--- src/rtl/wb_daq_sram_arbiter.sv ---
// Round-robin arbiter that shares one SRAM write port between several DAQ
// channels. Each served channel's word lands at {channel, write pointer};
// every channel owns a circular region of 2**ow words.
module wb_daq_sram_arbiter #(
   parameter int dw           = 32,
   parameter int num_channels = 4,
   parameter int cw           = 2,
   parameter int ow           = 8,
   parameter int timeout      = 255
) (
   input  logic                       wb_clk,
   input  logic                       wb_rst,
   input  logic                       enable,
   input  logic [num_channels-1:0]    start_sram,
   input  logic [num_channels*dw-1:0] data_in,
   output logic [num_channels-1:0]    grant,
   output logic [num_channels-1:0]    data_done,
   output logic                       sram_we,
   output logic [cw+ow-1:0]           sram_addr,
   output logic [dw-1:0]              sram_data,
   input  logic                       sram_ack,
   input  logic                       status_clear,
   output logic [num_channels-1:0]    channel_wrapped,
   output logic                       bus_error,
   output logic                       busy
);

   typedef enum logic [1:0] {IDLE, GRANT, WRITE, DONE} state_t;

   // Last WRITE cycle index before the write is abandoned.
   localparam logic [7:0] TLAST = 8'(timeout - 1);

   state_t                  state_q, state_d;
   logic [num_channels-1:0] grant_q, grant_d;
   logic [num_channels-1:0] data_done_q, data_done_d;
   logic                    sram_we_q, sram_we_d;
   logic [cw+ow-1:0]        sram_addr_q, sram_addr_d;
   logic [dw-1:0]           sram_data_q, sram_data_d;
   logic [cw-1:0]           sel_q, sel_d;
   logic [cw-1:0]           prio_q, prio_d;
   logic [7:0]              tcnt_q, tcnt_d;
   logic                    aborted_q, aborted_d;
   logic                    bus_error_q, bus_error_d;
   logic                    busy_q, busy_d;

   logic [cw-1:0]           idx;
   logic [cw-1:0]           pick;
   logic                    pick_valid;
   logic [num_channels-1:0] pick_onehot;
   logic [dw-1:0]           sel_data;
   logic [ow-1:0]           sel_wptr;
   logic [ow-1:0]           wptr_bus [num_channels];
   logic                    ptr_advance;
   logic                    timeout_hit;

   // Round-robin search: first requester at or above the priority pointer, wrapping.
   always_comb begin
      pick        = '0;
      pick_valid  = 1'b0;
      idx         = '0;
      pick_onehot = '0;
      for (int k = 0; k < num_channels; k++) begin
         idx = cw'((int'(prio_q) + k) % num_channels);
         if (!pick_valid && start_sram[idx]) begin
            pick_valid = 1'b1;
            pick       = idx;
         end
      end
      for (int k = 0; k < num_channels; k++) begin
         pick_onehot[k] = (pick == cw'(k));
      end
   end

   // Steer the selected channel's word and write pointer toward the capture registers.
   always_comb begin
      sel_data = '0;
      sel_wptr = '0;
      for (int k = 0; k < num_channels; k++) begin
         if (sel_q == cw'(k)) begin
            sel_data = data_in[k*dw +: dw];
            sel_wptr = wptr_bus[k];
         end
      end
   end

   // Next-state and registered-output logic of the transaction FSM.
   always_comb begin
      state_d     = state_q;
      grant_d     = grant_q;
      data_done_d = '0;
      sram_we_d   = sram_we_q;
      sram_addr_d = sram_addr_q;
      sram_data_d = sram_data_q;
      sel_d       = sel_q;
      prio_d      = prio_q;
      tcnt_d      = tcnt_q;
      aborted_d   = aborted_q;
      timeout_hit = 1'b0;
      case (state_q)
         IDLE: begin
            if (enable && pick_valid) begin
               sel_d   = pick;
               grant_d = pick_onehot;
               state_d = GRANT;
            end
         end
         GRANT: begin
            sram_data_d = sel_data;
            sram_addr_d = {sel_q, sel_wptr};
            sram_we_d   = 1'b1;
            tcnt_d      = '0;
            aborted_d   = 1'b0;
            state_d     = WRITE;
         end
         WRITE: begin
            if (sram_ack) begin
               sram_we_d   = 1'b0;
               data_done_d = grant_q;
               state_d     = DONE;
            end else if (tcnt_q == TLAST) begin
               sram_we_d   = 1'b0;
               data_done_d = grant_q;
               aborted_d   = 1'b1;
               timeout_hit = 1'b1;
               state_d     = DONE;
            end else begin
               tcnt_d = tcnt_q + 8'd1;
            end
         end
         DONE: begin
            grant_d = '0;
            prio_d  = (sel_q == cw'(num_channels - 1)) ? '0 : sel_q + cw'(1);
            state_d = IDLE;
         end
         default: state_d = IDLE;
      endcase
      busy_d = (state_d != IDLE);
   end

   // Sticky bus-error flag; a timeout in the same cycle beats a clear.
   always_comb begin
      bus_error_d = bus_error_q;
      if (status_clear) bus_error_d = 1'b0;
      if (timeout_hit)  bus_error_d = 1'b1;
   end

   assign ptr_advance = (state_q == DONE) && !aborted_q;

   // Per-channel circular write pointer and sticky wrap flag.
   for (genvar gi = 0; gi < num_channels; gi++) begin : g_chan
      logic [ow-1:0] wptr_q, wptr_d;
      logic          wrapped_q, wrapped_d;
      logic          hit;

      assign hit = ptr_advance && (sel_q == cw'(gi));

      // Advance after a successful write; a wrap event beats a same-cycle clear.
      always_comb begin
         wptr_d    = wptr_q;
         wrapped_d = wrapped_q;
         if (status_clear) wrapped_d = 1'b0;
         if (hit) begin
            wptr_d = wptr_q + ow'(1);
            if (&wptr_q) wrapped_d = 1'b1;
         end
      end

      // Pointer and wrap flag registers.
      always_ff @(posedge wb_clk) begin
         if (wb_rst) begin
            wptr_q    <= '0;
            wrapped_q <= 1'b0;
         end else begin
            wptr_q    <= wptr_d;
            wrapped_q <= wrapped_d;
         end
      end

      assign wptr_bus[gi]        = wptr_q;
      assign channel_wrapped[gi] = wrapped_q;
   end

   // FSM state and output registers; reset abandons any in-flight write.
   always_ff @(posedge wb_clk) begin
      if (wb_rst) begin
         state_q     <= IDLE;
         grant_q     <= '0;
         data_done_q <= '0;
         sram_we_q   <= 1'b0;
         sram_addr_q <= '0;
         sram_data_q <= '0;
         sel_q       <= '0;
         prio_q      <= '0;
         tcnt_q      <= '0;
         aborted_q   <= 1'b0;
         bus_error_q <= 1'b0;
         busy_q      <= 1'b0;
      end else begin
         state_q     <= state_d;
         grant_q     <= grant_d;
         data_done_q <= data_done_d;
         sram_we_q   <= sram_we_d;
         sram_addr_q <= sram_addr_d;
         sram_data_q <= sram_data_d;
         sel_q       <= sel_d;
         prio_q      <= prio_d;
         tcnt_q      <= tcnt_d;
         aborted_q   <= aborted_d;
         bus_error_q <= bus_error_d;
         busy_q      <= busy_d;
      end
   end

   assign grant     = grant_q;
   assign data_done = data_done_q;
   assign sram_we   = sram_we_q;
   assign sram_addr = sram_addr_q;
   assign sram_data = sram_data_q;
   assign bus_error = bus_error_q;
   assign busy      = busy_q;

endmodule

--- config.mk ---
export PLATFORM = sky130hd
export DESIGN_NAME = wb_daq_sram_arbiter
export DESIGN_NICKNAME = d
export VERILOG_FILES = /design/src/rtl/wb_daq_sram_arbiter.sv
export SDC_FILE = /design/constraint.sdc
export NUM_CORES = 1
export LEC_CHECK = 0
export ABC_CLOCK_PERIOD_IN_PS = 2900
export BUFFER_PORTS_ARGS = -buffer_cell sky130_fd_sc_hd__buf_4
export CAP_MARGIN = 20
export CORE_UTILIZATION = 40
export DETAILED_ROUTE_END_ITERATION = 8
export HOLD_SLACK_MARGIN = 0.15
export PLACE_DENSITY_LB_ADDON = 0.05
export SETUP_SLACK_MARGIN = 0.5
export SYNTH_ARGS = -nofsm -noshare
export SYNTH_HDL_FRONTEND = slang
export SYNTH_SLANG_ARGS = --single-unit
--- constraint.sdc ---
create_clock -name wb_clk -period 2.9 [get_ports wb_clk]
set_clock_uncertainty 0.1 [all_clocks]
set_input_delay 0.87 -clock wb_clk [delete_from_list [all_inputs] [get_ports wb_clk]]
set_output_delay 0.87 -clock wb_clk [all_outputs]
set_load 0.02 [all_outputs]
==> impl_results.md <==
- Largest net degree at the start of global routing: 76
- PwrDens: 741 nW/µm²
- Grt ovf: 0
- YS warnings: 0
- Die Y: 120 µm
- Fill cells: 1238
- Routed Antenna Nets: 0
- Min-Delay Endpoint: g_chan[2].wrapped_q
- Routability cong.: 0.901
- Slew Limit Fails: 0
- Top_reg_cell synth: dfxtp_1
- CTS tree: built
- Ys async rst share: 0%
- Routed length per instance: 16.3 µm
- Final setup fails: 0
- First-pass GRT wire length: 26.0 mm
- Tcrit/Tclk final: 74.2%
- Clock network power share: 24.4%
- Status: finished, final reports clean
- Setup TNS: 0 ps
- Leading post-synthesis cells by cell area: dfxtp_1 37%, o311a_1 6.8%, a221oi_1 5.5%
- Crit path launch: sel_q[0]
- HPWL after DPL: 11.8 mm
- Root Driver: clkbuf_16
- DR DRC count: 0
- Final nets: 981
- Initial core utilization: 41.5%
- Worst hold path stage count: 2
- Initial drt markers: 355
- Gate Count Post-Synth: 668
- Crit start category: flip-flop
- Syn Std Cell Area: 5570 µm²
- Syn Area/Cell: 8.33 µm²
- Switch share: 35.9%
- Die ar.: 14400 µm²
- Reg2reg start: sel_q[0]
- Number of max-cap violations: 0
- Post-Route WL: 16.4 mm
- Switch Pwr: 1.98 mW
- H-Tree Depth: 3
- Drt pass-1 iters: 5
- Number of global-route vias before repair: 5312
- Syn Nets: 820
- Clk buf depth: 2
- Sequential element share of the synthesized area: 37.4%
- CP Data Arrival Time: 2280 ps
- DR vias/cell: 5.48
- WP data required: 3030 ps
- Least-Margin Pin Slew: 614 ps
- Synth cell count leaders: 104 x dfxtp_1, 74 x nor2_1, 62 x nand2_1
- Combinational share of power: 42.0%
- Setup Crit Path Kind: flip-flop to flip-flop
- Fin crit period: 2150 ps
- Pint: 3.54 mW
- # rows: 42
- Core area: 13400 µm²
- R2r setup slk: 750 ps
- I/O Pins: 194
- Initial antenna violation count: 0
- Total CTS buffers: 9
- Post-synth EDFFs: 0
- Static leakage: 3.07 nW
- Hold path start: g_chan[2].wrapped_q
- Fraction of layout cells with a size suffix above 1: 27.9%
- Endpoint class of the critical path: flip-flop
- Final hold slack: 369 ps
- CP Max Fanout: 44
- Flop pwr share: 33.6%
- Area Growth Syn to Fin: 33.7%
- Top-area cell type share of the netlist area: 37.4%
- Hold Path Class: flip-flop to flip-flop
- Total GRT Usage: 22.7%
- Slew headroom: 59.1%
- Number of synthesized register bits: 104
- Highest clock rate: 0.465 GHz
- I/O Buffers: 193
- Die W: 120 µm
- RSZ-0062 raised after global routing: false
- Dominant cell by count in the synthesized netlist: dfxtp_1
- N_diodes: 0
- Sink Count: 104
- Leading area contributor after synthesis: dfxtp_1
- Clock Latency Late Sink: 350 ps
- Final hold vios: 0
- Peak VDD IR: 0.425 mV
- Yosys cell types: 56
- CTS clock-pin slew for the worst setup and hold paths: 60 ps
- Depth of the most critical reg-to-reg path: 6
- Via Count: 5527
- RR Endpoint: g_chan[1].wptr_q[4]
## sequential cells by signal, indices dropped and copies added (netlist names)
register / count
data_done: 4
g_chan.wptr_q: 32
bus_error: 1
tcnt_q: 8
sram_we: 1
prio_q: 2
g_chan.wrapped_q: 4
grant: 4
state_q: 2
sel_q: 2
busy: 1
aborted_q: 1
sram_data: 32
sram_addr: 10
## final cells by class
| class | count | area, µm² | area share [%] |
|---|---|---|---|
| Clock inverter | 4 | 76.3 | 1.03 |
| Clock buffer | 11 | 253 | 3.40 |
| Inverter | 21 | 78.8 | 1.06 |
| Timing Repair Buffer | 204 | 1600 | 21.5 |
| Sequential cell | 104 | 2080 | 28.0 |
| Multi-Input combinational cell | 489 | 3140 | 42.1 |
| Tap cell | 176 | 220 | 2.96 |
## what timing repair did
action	in CTS	in global routing
resized for setup	0	1
hold buffers	0	0
setup buffers	0	3
setup endpoints to repair	0	22
## layer usage
| metal | track usage [%] | vias to the layer above | wire (µm) |
|---|---|---|---|
| met5 | 0 | - | 0 |
| met1 | 26.7 | 2588 | 6890 |
| li1 | - | 2733 | - |
| met4 | 6.95 | 0 | 338 |
| met2 | 40.2 | 183 | 8330 |
| met3 | 5.85 | 23 | 882 |
## cell families (layout without fill, tap and decap cells)
logic type,count (synthesis),after routing,share of synthesized area (%)
mux,5,5,0.899
compound gates,137,137,20.3
flops,104,104,37.4
xor+xnor,22,22,3.46
fa+ha+maj,15,15,3.37
simple gates,310,310,28.1
buf+inv,75,240,6.43
## power groups by stage
stage	clock [mW]	sequential [mW]	combinational [mW]
floorplan	0	2.15	1.20
global placement	0	1.88	2.24
detailed placement	0	1.88	2.28
CTS	1.37	1.86	2.29
global route	1.43	1.88	2.54
finish	1.35	1.86	2.31
## worst max-delay path by stage
stage	slack, ps	depth (start not counted)	to
6_report	750	6	g_chan[1].wptr_q[4]
5_1_grt	560	6	tcnt_q[6]
4_1_cts	610	7	sram_data[23]
3_5_place_dp	620	7	sram_data[26]
3_3_place_gp	660	4	grant[0]
2_1_floorplan	870	4	busy
## cells in the final DEF, fill, tap and decap left out, drive strengths merged, types with 13 or more instances in the layout
master,synthesis,final
a21oi,21,21
a221oi,38,38
o21ai,13,13
buf,27,204
inv,21,22
nor2,74,74
nand2,62,62
nor3,50,50
ha,15,15
dfxtp,104,104
o311a,38,38
xnor2,13,13
nand3,19,19
nor2b,48,48
## per-stage QoR
stage / utilization [%] / total power, mW / setup slack [ps] / area, µm² / instances
detailed placement: 52.8 / 4.16 / 623 / 7080 / 991
global route: 55.5 / 5.86 / 561 / 7440 / 1009
finish: 55.5 / 5.52 / 749 / 7440 / 1009
floorplan: - / 3.35 / 873 / 5570 / 668
global placement: 52.8 / 4.12 / 661 / 7080 / 991
CTS: 55.3 / 5.52 / 614 / 7400 / 1006
## worst max-delay path: stages, from the launching register on
cell and delay, ps:
dfxtp_1 430, ha_2 250, buf_6 360, nand4b_1 300
or3_1 410, xor2_1 130, nor2_1 50
Note: power is estimated with default switching activity, not from simulation.
